==> src/rtl/cpu_pipeline_pkg.sv <==
// Shared types for the pipeline sequencing logic: hazard FSM states and the
// bundled stall/bubble/flush control word.
package cpu_pipeline_pkg;

  localparam int REG_ID_WIDTH_DEF = 5;

  typedef enum logic [1:0] {
    RUN,
    MD_WAIT,
    MEM_WAIT
  } hazard_state_e;

  typedef struct packed {
    logic stall_if;
    logic stall_id;
    logic stall_ex;
    logic stall_mem;
    logic bubble_ex;
    logic bubble_mem;
    logic bubble_wb;
    logic flush_if_id;
    logic flush_id_ex;
  } pipe_ctrl_t;

  // Canonical control patterns; every cycle drives exactly one of these.
  localparam pipe_ctrl_t CTRL_NONE = '0;
  localparam pipe_ctrl_t CTRL_MEM_HOLD = '{stall_if: 1'b1, stall_id: 1'b1, stall_ex: 1'b1,
                                           stall_mem: 1'b1, bubble_wb: 1'b1, default: 1'b0};
  localparam pipe_ctrl_t CTRL_MD_HOLD = '{stall_if: 1'b1, stall_id: 1'b1, stall_ex: 1'b1,
                                          bubble_mem: 1'b1, default: 1'b0};
  localparam pipe_ctrl_t CTRL_REDIRECT = '{flush_if_id: 1'b1, flush_id_ex: 1'b1, default: 1'b0};
  localparam pipe_ctrl_t CTRL_LOAD_USE = '{stall_if: 1'b1, stall_id: 1'b1, bubble_ex: 1'b1,
                                           default: 1'b0};

endpackage

==> src/rtl/load_use_detect.sv <==
// Flags an ID instruction that reads the destination of a load still in EX;
// register 0 is hard-wired and never creates a dependency.
module load_use_detect
  import cpu_pipeline_pkg::*;
#(
  parameter int REG_ID_WIDTH = REG_ID_WIDTH_DEF
) (
  input  logic [REG_ID_WIDTH-1:0] id_rs1,
  input  logic [REG_ID_WIDTH-1:0] id_rs2,
  input  logic                    id_uses_rs1,
  input  logic                    id_uses_rs2,
  input  logic                    id_ex_mem_read,
  input  logic [REG_ID_WIDTH-1:0] id_ex_dest,
  output logic                    lu
);

  logic rs1_hit;
  logic rs2_hit;

  assign rs1_hit = id_uses_rs1 && (id_rs1 == id_ex_dest);
  assign rs2_hit = id_uses_rs2 && (id_rs2 == id_ex_dest);
  assign lu      = id_ex_mem_read && (id_ex_dest != '0) && (rs1_hit || rs2_hit);

endmodule

==> src/rtl/hazard_controller.sv <==
// Per-cycle stall/bubble/flush sequencing for the 5-stage core: load-use,
// multi-cycle mul/div, data-memory wait states and taken-branch redirects.
module hazard_controller
  import cpu_pipeline_pkg::*;
#(
  parameter int REG_ID_WIDTH    = REG_ID_WIDTH_DEF,
  parameter int STALL_CNT_WIDTH = 32,
  parameter int MD_TIMEOUT      = 64
) (
  input  logic                       clk,
  input  logic                       reset,
  input  logic [REG_ID_WIDTH-1:0]    id_rs1,
  input  logic [REG_ID_WIDTH-1:0]    id_rs2,
  input  logic                       id_uses_rs1,
  input  logic                       id_uses_rs2,
  input  logic                       id_ex_mem_read,
  input  logic [REG_ID_WIDTH-1:0]    id_ex_dest,
  input  logic                       ex_branch_taken,
  input  logic                       ex_muldiv_start,
  input  logic                       muldiv_done,
  input  logic                       mem_req_valid,
  input  logic                       mem_ready,
  output logic                       stall_if,
  output logic                       stall_id,
  output logic                       stall_ex,
  output logic                       stall_mem,
  output logic                       bubble_ex,
  output logic                       bubble_mem,
  output logic                       bubble_wb,
  output logic                       flush_if_id,
  output logic                       flush_id_ex,
  output logic [STALL_CNT_WIDTH-1:0] stall_count,
  output logic                       md_timeout_err
);

  localparam int TMO_W = $clog2(MD_TIMEOUT + 1);

  hazard_state_e        state_q, state_d;
  logic [TMO_W-1:0]     tmo_q, tmo_d;
  logic                 err_q, err_d;
  logic [STALL_CNT_WIDTH-1:0] cnt_q, cnt_d;
  pipe_ctrl_t           ctrl;
  logic                 lu;

  load_use_detect #(
    .REG_ID_WIDTH(REG_ID_WIDTH)
  ) u_load_use_detect (
    .id_rs1        (id_rs1),
    .id_rs2        (id_rs2),
    .id_uses_rs1   (id_uses_rs1),
    .id_uses_rs2   (id_uses_rs2),
    .id_ex_mem_read(id_ex_mem_read),
    .id_ex_dest    (id_ex_dest),
    .lu            (lu)
  );

  // NOTE: non-blocking assignments so every register samples pre-edge values.
  always_ff @(posedge clk) begin
    if (reset) begin
      state_q <= RUN;
      tmo_q   <= '0;
      err_q   <= 1'b0;
      cnt_q   <= '0;
    end else begin
      state_q <= state_d;
      tmo_q   <= tmo_d;
      err_q   <= err_d;
      cnt_q   <= cnt_d;
    end
  end

  // NOTE: defaults first so no path leaves a variable unassigned (no latch).
  always_comb begin
    state_d = state_q;
    tmo_d   = tmo_q;
    err_d   = err_q;
    case (state_q)
      RUN: begin
        if (mem_req_valid && !mem_ready) begin
          state_d = MEM_WAIT;
        end else if (ex_muldiv_start && !muldiv_done) begin
          state_d = MD_WAIT;
          tmo_d   = '0;
        end
      end
      MEM_WAIT: begin
        if (mem_ready) state_d = RUN;
      end
      MD_WAIT: begin
        if (muldiv_done) begin
          state_d = RUN;
        end else begin
          // Counter parks at MD_TIMEOUT so a hung unit never wraps it back.
          if (tmo_q != TMO_W'(MD_TIMEOUT)) tmo_d = tmo_q + 1'b1;
          if (tmo_q >= TMO_W'(MD_TIMEOUT - 1)) err_d = 1'b1;
        end
      end
      default: state_d = RUN;
    endcase
  end

  always_comb begin
    ctrl = CTRL_NONE;
    if (!reset) begin
      case (state_q)
        RUN: begin
          if (mem_req_valid && !mem_ready)            ctrl = CTRL_MEM_HOLD;
          else if (ex_muldiv_start && !muldiv_done)   ctrl = CTRL_MD_HOLD;
          else if (ex_branch_taken)                   ctrl = CTRL_REDIRECT;
          else if (lu)                                ctrl = CTRL_LOAD_USE;
        end
        MEM_WAIT: if (!mem_ready)   ctrl = CTRL_MEM_HOLD;
        MD_WAIT:  if (!muldiv_done) ctrl = CTRL_MD_HOLD;
        default:  ctrl = CTRL_NONE;
      endcase
    end
  end

  assign cnt_d = (ctrl.stall_if && (cnt_q != '1)) ? cnt_q + 1'b1 : cnt_q;

  assign stall_if       = ctrl.stall_if;
  assign stall_id       = ctrl.stall_id;
  assign stall_ex       = ctrl.stall_ex;
  assign stall_mem      = ctrl.stall_mem;
  assign bubble_ex      = ctrl.bubble_ex;
  assign bubble_mem     = ctrl.bubble_mem;
  assign bubble_wb      = ctrl.bubble_wb;
  assign flush_if_id    = ctrl.flush_if_id;
  assign flush_id_ex    = ctrl.flush_id_ex;
  assign stall_count    = cnt_q;
  assign md_timeout_err = err_q;

endmodule

==> config.mk <==
export PLATFORM = sky130hd
export DESIGN_NAME = hazard_controller
export DESIGN_NICKNAME = d
export VERILOG_FILES = /design/src/rtl/cpu_pipeline_pkg.sv /design/src/rtl/load_use_detect.sv /design/src/rtl/hazard_controller.sv
export SDC_FILE = /design/constraint.sdc
export NUM_CORES = 1
export LEC_CHECK = 0
export BUFFER_PORTS_ARGS = -buffer_cell sky130_fd_sc_hd__buf_2
export CAP_MARGIN = 20
export CORE_MARGIN = 2
export CORE_UTILIZATION = 55
export DETAILED_ROUTE_END_ITERATION = 16
export PLACE_DENSITY = 0.94
export SLEW_MARGIN = 20
export SYNTH_ARGS = -nofsm -noshare
export SYNTH_HDL_FRONTEND = slang
export SYNTH_SLANG_ARGS = --single-unit
==> constraint.sdc <==
create_clock -name clk -period 6.3 [get_ports clk]
set_clock_uncertainty 0.1 [all_clocks]
set_input_delay 1.26 -clock clk [delete_from_list [all_inputs] [get_ports clk]]
set_output_delay 1.26 -clock clk [all_outputs]
set_load 0.02 [all_outputs]
==> results of run 1 <==
==> layer usage <==
metal | GRT usage, % | share of wire [%] | up-vias
li1 | - | - | 1112
met1 | 31.5 | 44 | 1041
met2 | 39.4 | 50 | 67
met3 | 4.93 | 5.6 | 5
met4 | 5.25 | 0.76 | 0
met5 | 0 | 0 | -
==> cells by family after synthesis <==
| family | count (synthesis) | share of synthesized area, % |
|---|---|---|
| simple gates | 142 | 32.6 |
| flops | 42 | 36.9 |
| xor+xnor | 38 | 14.6 |
| compound gates | 30 | 9.23 |
| buf+inv | 20 | 4.17 |
| fa+ha+maj | 3 | 1.65 |
| mux | 2 | 0.879 |
==> synthesized netlist by cell type (all sizes together) (4+ instances only) <==
library cell | count | area share [%]
nor4 | 12 | 3.3
nand4 | 12 | 3.3
xnor2 | 19 | 7.3
and3 | 5 | 1.4
nand3 | 15 | 3.3
nor3 | 13 | 2.9
or3 | 7 | 2.1
a21oi | 13 | 3.0
buf | 5 | 1.7
and2 | 4 | 1.1
and4 | 4 | 1.5
nand2 | 18 | 3.0
o21ai | 6 | 1.3
dfxtp | 42 | 37
inv | 7 | 1.2
nor2 | 40 | 6.6
clkbuf | 8 | 1.3
xor2 | 19 | 7.3
==> cell type report <==
type / count / area, um2 / share of cell area (%)
Clock buffer: 6 / 72.6 / 2.66
Clock inverter: 2 / 37.5 / 1.37
Inverter: 7 / 26.3 / 0.962
Multi-Input combinational cell: 215 / 1360 / 49.6
Sequential cell: 42 / 841 / 30.8
Tap cell: 50 / 62.6 / 2.29
Timing Repair Buffer: 67 / 338 / 12.4
==> cells in the final DEF, fill, tap and decap left out, drive strengths merged, types with 2 or more instances in the layout <==
cell,synthesis,final
and4,4,4
or2,2,2
mux2i,2,2
o31ai,3,3
or3b,2,2
or3,7,7
xnor2,19,19
clkbuf,8,6
nand3,15,15
buf,5,67
and2,4,4
ha,3,3
nand4,12,12
and3,5,5
nor2,40,40
xor2,19,19
nand2,18,18
or4,3,3
dfxtp,42,42
a21oi,13,13
nor3,13,13
inv,7,7
o21ai,6,6
nor4,12,12
==> per-stage QoR <==
stage	instances	util, %
finish	389	68.3
CTS	389	68.2
global route	389	68.3
global placement	381	65.4
detailed placement	381	65.4
floorplan	277	-
==> power breakdown <==
group          total (mW)  internal, mW  switching [mW]
logic              0.0516        0.0201          0.0315
clock network       0.208         0.118          0.0899
registers           0.271         0.268         0.00334
==> how the worst min path moves through the flow <==
stage / startpoint / to / cells past startpoint
floorplan: tmo_q[6] / tmo_q[6] / 2
global placement: md_timeout_err / md_timeout_err / 2
detailed placement: md_timeout_err / md_timeout_err / 2
CTS: md_timeout_err / md_timeout_err / 2
global route: md_timeout_err / md_timeout_err / 2
finish: md_timeout_err / md_timeout_err / 2
==> sequential cells by signal, summed over array words and instances (netlist names) <==
register and count:
state_q 2, tmo_q 7, stall_count 32, md_timeout_err 1
==> worst max-delay path, delay by kind of cell <==
kind	cells	cell delay, ns
and+or+nand+nor	1	0.21
buffers and inverters	4	1.05
AOI/OAI and AO/OA	1	0.57
==> impl_metrics.json, run 1 <==
{
  "fin_hold_ws_ns": 0.374,
  "die-area_um2": 4670,
  "synth_cells": 277,
  "area_delta_synth_final_pct": 19.9,
  "route.detailed.drc": 0,
  "cts_hold_repair.buffers": 0,
  "ff2ff_setup_slack_ns": 3.47,
  "hold_path_class": "flop to flop",
  "post_cts_resized": 0,
  "synth_ff_type": "dfxtp_1",
  "status": "finished, final reports clean",
  "powerDensity_nw_per_um2": 194,
  "place_area_um2": 2620,
  "pin_count": 67,
  "start_util_pct": 57.0,
  "fill_cells": 330,
  "cts_root_buffer": "clkbuf_8",
  "ff2ff_path_depth": 6,
  "vias": 2225,
  "synthArstFlopShare_pct": 0,
  "drive_gt1_share_pct": 24.2,
  "hpwl_um": 3820,
  "r2r_end": "stall_count[29]",
  "finalCritPeriodShare_pct": 70.8,
  "tritoncts": "built",
  "die_h_um": 68.4,
  "postCtsSetupRepairBufs": 0,
  "yosys_warnings": 0,
  "core_um2": 4000,
  "ys_ff_latch": 42,
  "cp-endpoint": "stall_id",
  "cts_sinks": 42,
  "end_kind": "output pin",
  "row_count": 23,
  "routed_wl_um": 5280,
  "grt_max_degree": 39,
  "first_pass_iters": 5,
  "clock_latency_ns": 0.30,
  "final_antenna_net_count": 0,
  "synth_cell_types": 43,
  "r2r_start": "state_q[0]",
  "grt_pass1_wl_um": 8550,
  "htreeDepth": 2,
  "port_buffers": 66,
  "cp_cell_sequence": "buf_2 -> inv_1 -> and2_1 -> a21oi_2 -> inv_1 -> buf_2",
  "postSynthAreaPerCell_um2": 8.23,
  "drv_cap": 0,
  "crit_path_start": "reset",
  "grt_overflow": 0,
  "nNetsFinal": 366,
  "cts_buffer_depth": 2,
  "synth_edf_count": 0,
  "ys_seq_area_share_pct": 36.9,
  "cp.arrival_ns": 3.10,
  "place.gp.congestion": 0.800,
  "rsz0062_at_grt": "false",
  "hold_viol": 0,
  "cp-start-kind": "input port",
  "worst_pin_slew_ns": 0.817,
  "cts_buffers": 5,
  "cp.required_ns": 4.94,
  "fin_crit_ns": 4.46,
  "drt_iter0_markers": 202,
  "critPathKind": "input port to output pin",
  "max_clock_freq_mhz": 224,
  "antenna_found_initial": 0,
  "setup_viol": 0,
  "finalWorstSetupSlack_ns": 1.84,
  "pre_cts_ws_ns": 1.88,
  "drv_slew": 0,
  "antenna-diode-count": 0,
  "critPathMaxFanout": 38,
  "clkTransAtPathRegs_ns": 0.08,
  "fp.dieW_um": 68.4,
  "power_leakage_nw": 1.08,
  "grt_pass1_vias": 1963,
  "fin_setup_tns_ns": 0,
  "fin_area_um2": 2730,
  "ir_drop_mv": 0.148,
  "slowest_stage": "a21oi_2",
  "syn-cell-area_um2": 2280,
  "total_power_mw": 0.531,
  "slowest_delay_ns": 0.57,
  "post_drt_wl_per_cell_um": 13.6,
  "synth_fp_nets": 305,
  "slew_headroom_pct": 45.0,
  "via_per_inst": 5.72,
  "track_usage_pct": 23.7
}
(Power assumes the default switching activity.)
==> run 2: changes to the inputs <==
--- a/config.mk
+++ b/config.mk
@@ -8,9 +8,9 @@
 export BUFFER_PORTS_ARGS = -buffer_cell sky130_fd_sc_hd__buf_2
 export CAP_MARGIN = 20
 export CORE_MARGIN = 2
-export CORE_UTILIZATION = 55
+export CORE_UTILIZATION = 51
 export DETAILED_ROUTE_END_ITERATION = 16
-export PLACE_DENSITY = 0.94
+export PLACE_DENSITY = 0.89
 export SLEW_MARGIN = 20
 export SYNTH_ARGS = -nofsm -noshare
 export SYNTH_HDL_FRONTEND = slang
==> constraint.sdc (replaced) <==
create_clock -name clk -period 4.2 [get_ports clk]
set_clock_uncertainty 0.1 [all_clocks]
set_input_delay 0.84 -clock clk [delete_from_list [all_inputs] [get_ports clk]]
set_output_delay 0.84 -clock clk [all_outputs]
set_load 0.02 [all_outputs]
==> impl_metrics.json, run 2 (synthesis gave the netlist of run 1 again) <==
{
  "status": "finished, final reports clean",
  "area_delta_synth_final_pct": 20.4,
  "critPathKind": "input port to output pin",
  "post_drt_wl_per_cell_um": 13.5,
  "worst_pin_slew_ns": 0.811,
  "antenna-diode-count": 0,
  "grt_pass1_vias": 2079,
  "power_leakage_nw": 1.09,
  "via_per_inst": 5.69,
  "nNetsFinal": 368,
  "row_count": 24,
  "ir_drop_mv": 0.188,
  "track_usage_pct": 22.1,
  "fp.dieW_um": 70.8,
  "powerDensity_nw_per_um2": 293,
  "grt_overflow": 0,
  "clkTransAtPathRegs_ns": 0.08,
  "critPathMaxFanout": 38,
  "cp.required_ns": 3.26,
  "hold_path_class": "flop to flop",
  "crit_family": "buffers and inverters",
  "grt_max_degree": 39,
  "grt_pass1_wl_um": 9020,
  "timing.hold.worst_path_depth": 2,
  "max_clock_freq_mhz": 296,
  "largest_register_ffs": 32,
  "crit_path_frequent_cell": "buf_2",
  "final_antenna_net_count": 0,
  "hpwl_um": 3970,
  "fin_crit_ns": 3.38,
  "postCtsSetupRepairBufs": 0,
  "start_util_pct": 52.7,
  "cts_sinks": 42,
  "htreeDepth": 2,
  "pin_count": 67,
  "port_buffers": 66,
  "clock_latency_ns": 0.30,
  "core_um2": 4320,
  "final_cell_mix": "66 x buf_2, 42 x dfxtp_1, 40 x nor2_1",
  "critPathBufInv": 3,
  "routed_wl_um": 5320,
  "pre_cts_ws_ns": 0.787,
  "rsz0062_at_grt": "false",
  "fin_hold_ws_ns": 0.376,
  "vias": 2237,
  "end_kind": "output pin",
  "drv_slew": 0,
  "drt_iter0_markers": 110,
  "finalCritPeriodShare_pct": 80.5,
  "crit_cells": 6,
  "die_h_um": 70.8,
  "tritoncts": "built",
  "first_pass_iters": 5,
  "slew_headroom_pct": 45.5,
  "antenna_found_initial": 0,
  "drive_gt1_share_pct": 24.3,
  "cts_buffers": 5,
  "hold_viol": 0,
  "ff2ff_path_depth": 6,
  "slowest_delay_ns": 0.44,
  "post_cts_resized": 0,
  "cp-start-kind": "input port",
  "setup_viol": 0,
  "slowest_stage": "or3_4",
  "cp_cell_sequence": "buf_2 -> or3_4 -> a2111oi_4 -> a21oi_2 -> inv_1 -> buf_2",
  "final_common_cell": "buf_2",
  "route.detailed.drc": 0,
  "drv_cap": 0,
  "cp.arrival_ns": 2.44,
  "finalWorstSetupSlack_ns": 0.821,
  "cts_root_buffer": "clkbuf_8",
  "die-area_um2": 5020,
  "cts_hold_repair.buffers": 0,
  "fin_setup_tns_ns": 0,
  "place.gp.congestion": 0.814,
  "cts_buffer_depth": 2
}
==> run 2: worst paths after layout <==
check	startpoint	to	slack, ns
worst max-delay path	reset	stall_id	0.82
worst min-delay path	md_timeout_err	md_timeout_err	0.38
worst max register to register	state_q[0]	stall_count[29]	1.58
worst min register to register	md_timeout_err	md_timeout_err	0.38
==> run 2: final cells by class <==
| cell class | instances | area (um2) |
|---|---|---|
| well taps | 52 | 65.1 |
| fillers | 395 | 1580 |
| inverters | 7 | 26.3 |
| multi-input cells | 215 | 1350 |
| clock inverters | 2 | 37.5 |
| clock buffers | 6 | 72.6 |
| repair buffers | 69 | 353 |
| flip-flops and latches | 42 | 841 |
==> run 2: power by group <==
group          leakage, nW  switching [mW]  internal (mW)  total, mW
Sequential           0.339         0.00514          0.401      0.406
Combinational        0.702          0.0472         0.0312     0.0784
Clock               0.0514           0.142          0.177      0.319
==> run 2: routing by layer <==
metal	vias to the layer above	track usage [%]	share of wire [%]
met5	-	0	0
li1	1106	-	-
met2	78	37.7	49
met4	0	8.18	1.3
met3	7	4.99	6.3
met1	1046	27.3	44
==> run 2: through the flow <==
stage / util, % / cell area (um2) / total power [mW] / cells
final: 63.5 / 2740 / 0.804 / 393
after global routing: 63.5 / 2740 / 0.834 / 393
after CTS: 63.5 / 2740 / 0.807 / 393
after detailed placement: 60.9 / 2630 / 0.493 / 385
after global placement: 60.9 / 2630 / 0.492 / 385
after floorplan: - / 2280 / 0.467 / 277
==> run 2: worst register-to-register path, stage by stage, from the launching register on <==
cell and delay [ns]:
dfxtp_1 0.39, or3_4 0.41, a2111oi_4 0.39, a21oi_2 0.16, or3_1 0.52, or4_1 0.44
a21oi_1 0.14
==> run 3: changes to the inputs <==
--- a/config.mk
+++ b/config.mk
@@ -5,12 +5,13 @@
 export SDC_FILE = /design/constraint.sdc
 export NUM_CORES = 1
 export LEC_CHECK = 0
+export ABC_AREA = 1
 export BUFFER_PORTS_ARGS = -buffer_cell sky130_fd_sc_hd__buf_2
 export CAP_MARGIN = 20
 export CORE_MARGIN = 2
-export CORE_UTILIZATION = 51
+export CORE_UTILIZATION = 55
 export DETAILED_ROUTE_END_ITERATION = 16
-export PLACE_DENSITY = 0.89
+export PLACE_DENSITY = 0.91
 export SLEW_MARGIN = 20
 export SYNTH_ARGS = -nofsm -noshare
 export SYNTH_HDL_FRONTEND = slang
==> constraint.sdc (replaced) <==
create_clock -name clk -period 3.5 [get_ports clk]
set_clock_uncertainty 0.1 [all_clocks]
set_input_delay 0.7 -clock clk [delete_from_list [all_inputs] [get_ports clk]]
set_output_delay 0.7 -clock clk [all_outputs]
set_load 0.02 [all_outputs]
==> impl_metrics.json, run 3 <==
{
  "grt_overflow": 0,
  "ys_seq_area_share_pct": 28.6,
  "drt_iter0_markers": 217,
  "status": "finished, final reports clean",
  "start_util_pct": 57.3,
  "clock_latency_ns": 0.30,
  "ir_drop_mv": 0.195,
  "row_count": 26,
  "fin_setup_tns_ns": 0,
  "ys_top_cells_by_count": "173 x nand2_1, 55 x nor2_1, 49 x inv_1, 49 x nand3_1, 42 x dfxtp_1",
  "postCtsSetupRepairBufs": 0,
  "tritoncts": "built",
  "cp.required_ns": 2.70,
  "fin_crit_ns": 2.89,
  "synth_fp_nets": 518,
  "slew_headroom_pct": 62.0,
  "final_cell_mix": "173 x nand2_1, 66 x buf_2, 55 x nor2_1",
  "cp.arrival_ns": 2.09,
  "clkTransAtPathRegs_ns": 0.08,
  "synth_cell_types": 26,
  "total_power_mw": 1.11,
  "max_clock_freq_mhz": 346,
  "htreeDepth": 2,
  "area_delta_synth_final_pct": 16.0,
  "die-area_um2": 5950,
  "hpwl_um": 5940,
  "place.gp.congestion": 0.932,
  "synth.most_common_cell": "nand2_1",
  "fp.dieW_um": 77.1,
  "synth_top_cell_area_share_pct": 28.6,
  "finalCritPeriodShare_pct": 82.7,
  "antenna-diode-count": 0,
  "vias": 3241,
  "drv_cap": 0,
  "via_per_inst": 5.23,
  "drive_gt1_share_pct": 16.2,
  "synthArstFlopShare_pct": 0,
  "synth_ff_type": "dfxtp_1",
  "ys_ff_latch": 42,
  "synth_edf_count": 0,
  "port_buffers": 66,
  "routed_wl_um": 7750,
  "post_drt_wl_per_cell_um": 12.5,
  "end_kind": "output pin",
  "cp-start-kind": "flop",
  "final_common_cell": "nand2_1",
  "antenna_found_initial": 0,
  "critPathKind": "flop to output pin",
  "yosys-top-cells-area": "dfxtp_1 29%, nand2_1 22%, nand3_1 8.3%",
  "hold_start": "tmo_q[5]",
  "postSynthAreaPerCell_um2": 6.01,
  "critPathMaxFanout": 7,
  "core_um2": 5140,
  "grt_max_degree": 33,
  "nNetsFinal": 577,
  "cts_buffers": 5,
  "r2r_start": "stall_count[0]",
  "cts_root_buffer": "clkbuf_8",
  "route.detailed.drc": 0,
  "rsz0062_at_grt": "false",
  "powerDensity_nw_per_um2": 324,
  "yosys.area.top_type": "dfxtp_1",
  "final_antenna_net_count": 0,
  "pin_count": 67,
  "place_area_um2": 3270,
  "cts_buffer_depth": 2,
  "drv_slew": 0,
  "fin_util_pct": 66.4,
  "cts_hold_repair.buffers": 0,
  "hold_viol": 0,
  "syn-cell-area_um2": 2940,
  "post_cts_resized": 0,
  "grt_pass1_vias": 3088,
  "die_h_um": 77.1,
  "yosys_warnings": 0,
  "largest_register_ffs": 32,
  "power_leakage_nw": 1.56,
  "worst_pin_slew_ns": 0.566,
  "grt_pass1_wl_um": 13100,
  "cts_sinks": 42,
  "fin_area_um2": 3410,
  "setup_viol": 0,
  "first_pass_iters": 4,
  "crit_path_start": "state_q[0]",
  "synth_cells": 490,
  "track_usage_pct": 26.6,
  "hold_path_class": "flop to flop"
}
## run 3: cell types whose count changed after synthesis, moves of 7 or more
cell	previous run	this run
nor4_1	12	0
nand2_1	18	173
nand3b_1	0	7
xnor2_1	19	4
inv_1	7	49
xor2_1	19	12
nand3_1	15	49
a21oi_1	12	40
nor2_1	40	55
## run 3: cells by family (layout without fill, tap and decap cells)
group | after synthesis | count (layout) | share of synthesized area (%)
fa+ha+maj | 3 | 3 | 1.28
xor+xnor | 16 | 16 | 4.76
flops | 42 | 42 | 28.6
compound gates | 44 | 44 | 7.57
buf+inv | 66 | 126 | 9.95
simple gates | 319 | 319 | 47.9
## run 3: area by class of cell
type	instances	area (um2)
clock inverters	2	60.1
repair buffers	68	345
fillers	492	1730
well taps	70	87.6
multi-input cells	382	1810
clock buffers	6	82.6
inverters	50	188
flip-flops and latches	42	841
## run 3: metrics by stage
| stage | hold WS, ns | setup WS (ns) | instances |
|---|---|---|---|
| final | 0.395 | 0.606 | 620 |
| after CTS | 0.391 | 0.635 | 620 |
| after global routing | 0.418 | 0.471 | 620 |
| after floorplan | 0.358 | 1.01 | 490 |
| after global placement | 0.360 | 0.773 | 612 |
| after detailed placement | 0.364 | 0.754 | 612 |
## run 3: critical path: stages (launching register included)
cell,delay (ns)
dfxtp_1,0.35
inv_1,0.06
nor2_2,0.13
inv_1,0.07
nor2_1,0.16
o21ai_0,0.11
nand2_1,0.07
nand2_1,0.16
inv_1,0.22
nand2_1,0.13
a21oi_1,0.15
buf_2,0.18
## run 3: layer usage
metal	wire (um)	global-route usage, %	vias to the layer above	share of wire, %
met5	0	0	-	0
met4	271	13.4	0	3.5
met3	365	5.18	19	4.7
met2	3820	48.0	93	49
met1	3290	29.6	1448	42
li1	-	-	1681	-
## run 3: worst paths after layout
kind | to | slack (ns) | cells after the start
max | bubble_mem | 0.61 | 11
min | tmo_q[5] | 0.39 | 2
max reg2reg | stall_count[2] | 0.84 | 9
min reg2reg | tmo_q[5] | 0.39 | 2
## run 3: power by group
group | internal (mW) | total [mW] | switching (mW) | leakage (nW)
registers | 0.483 | 0.489 | 0.00600 | 0.339
logic | 0.0399 | 0.128 | 0.0877 | 1.15
clock network | 0.305 | 0.489 | 0.185 | 0.0714
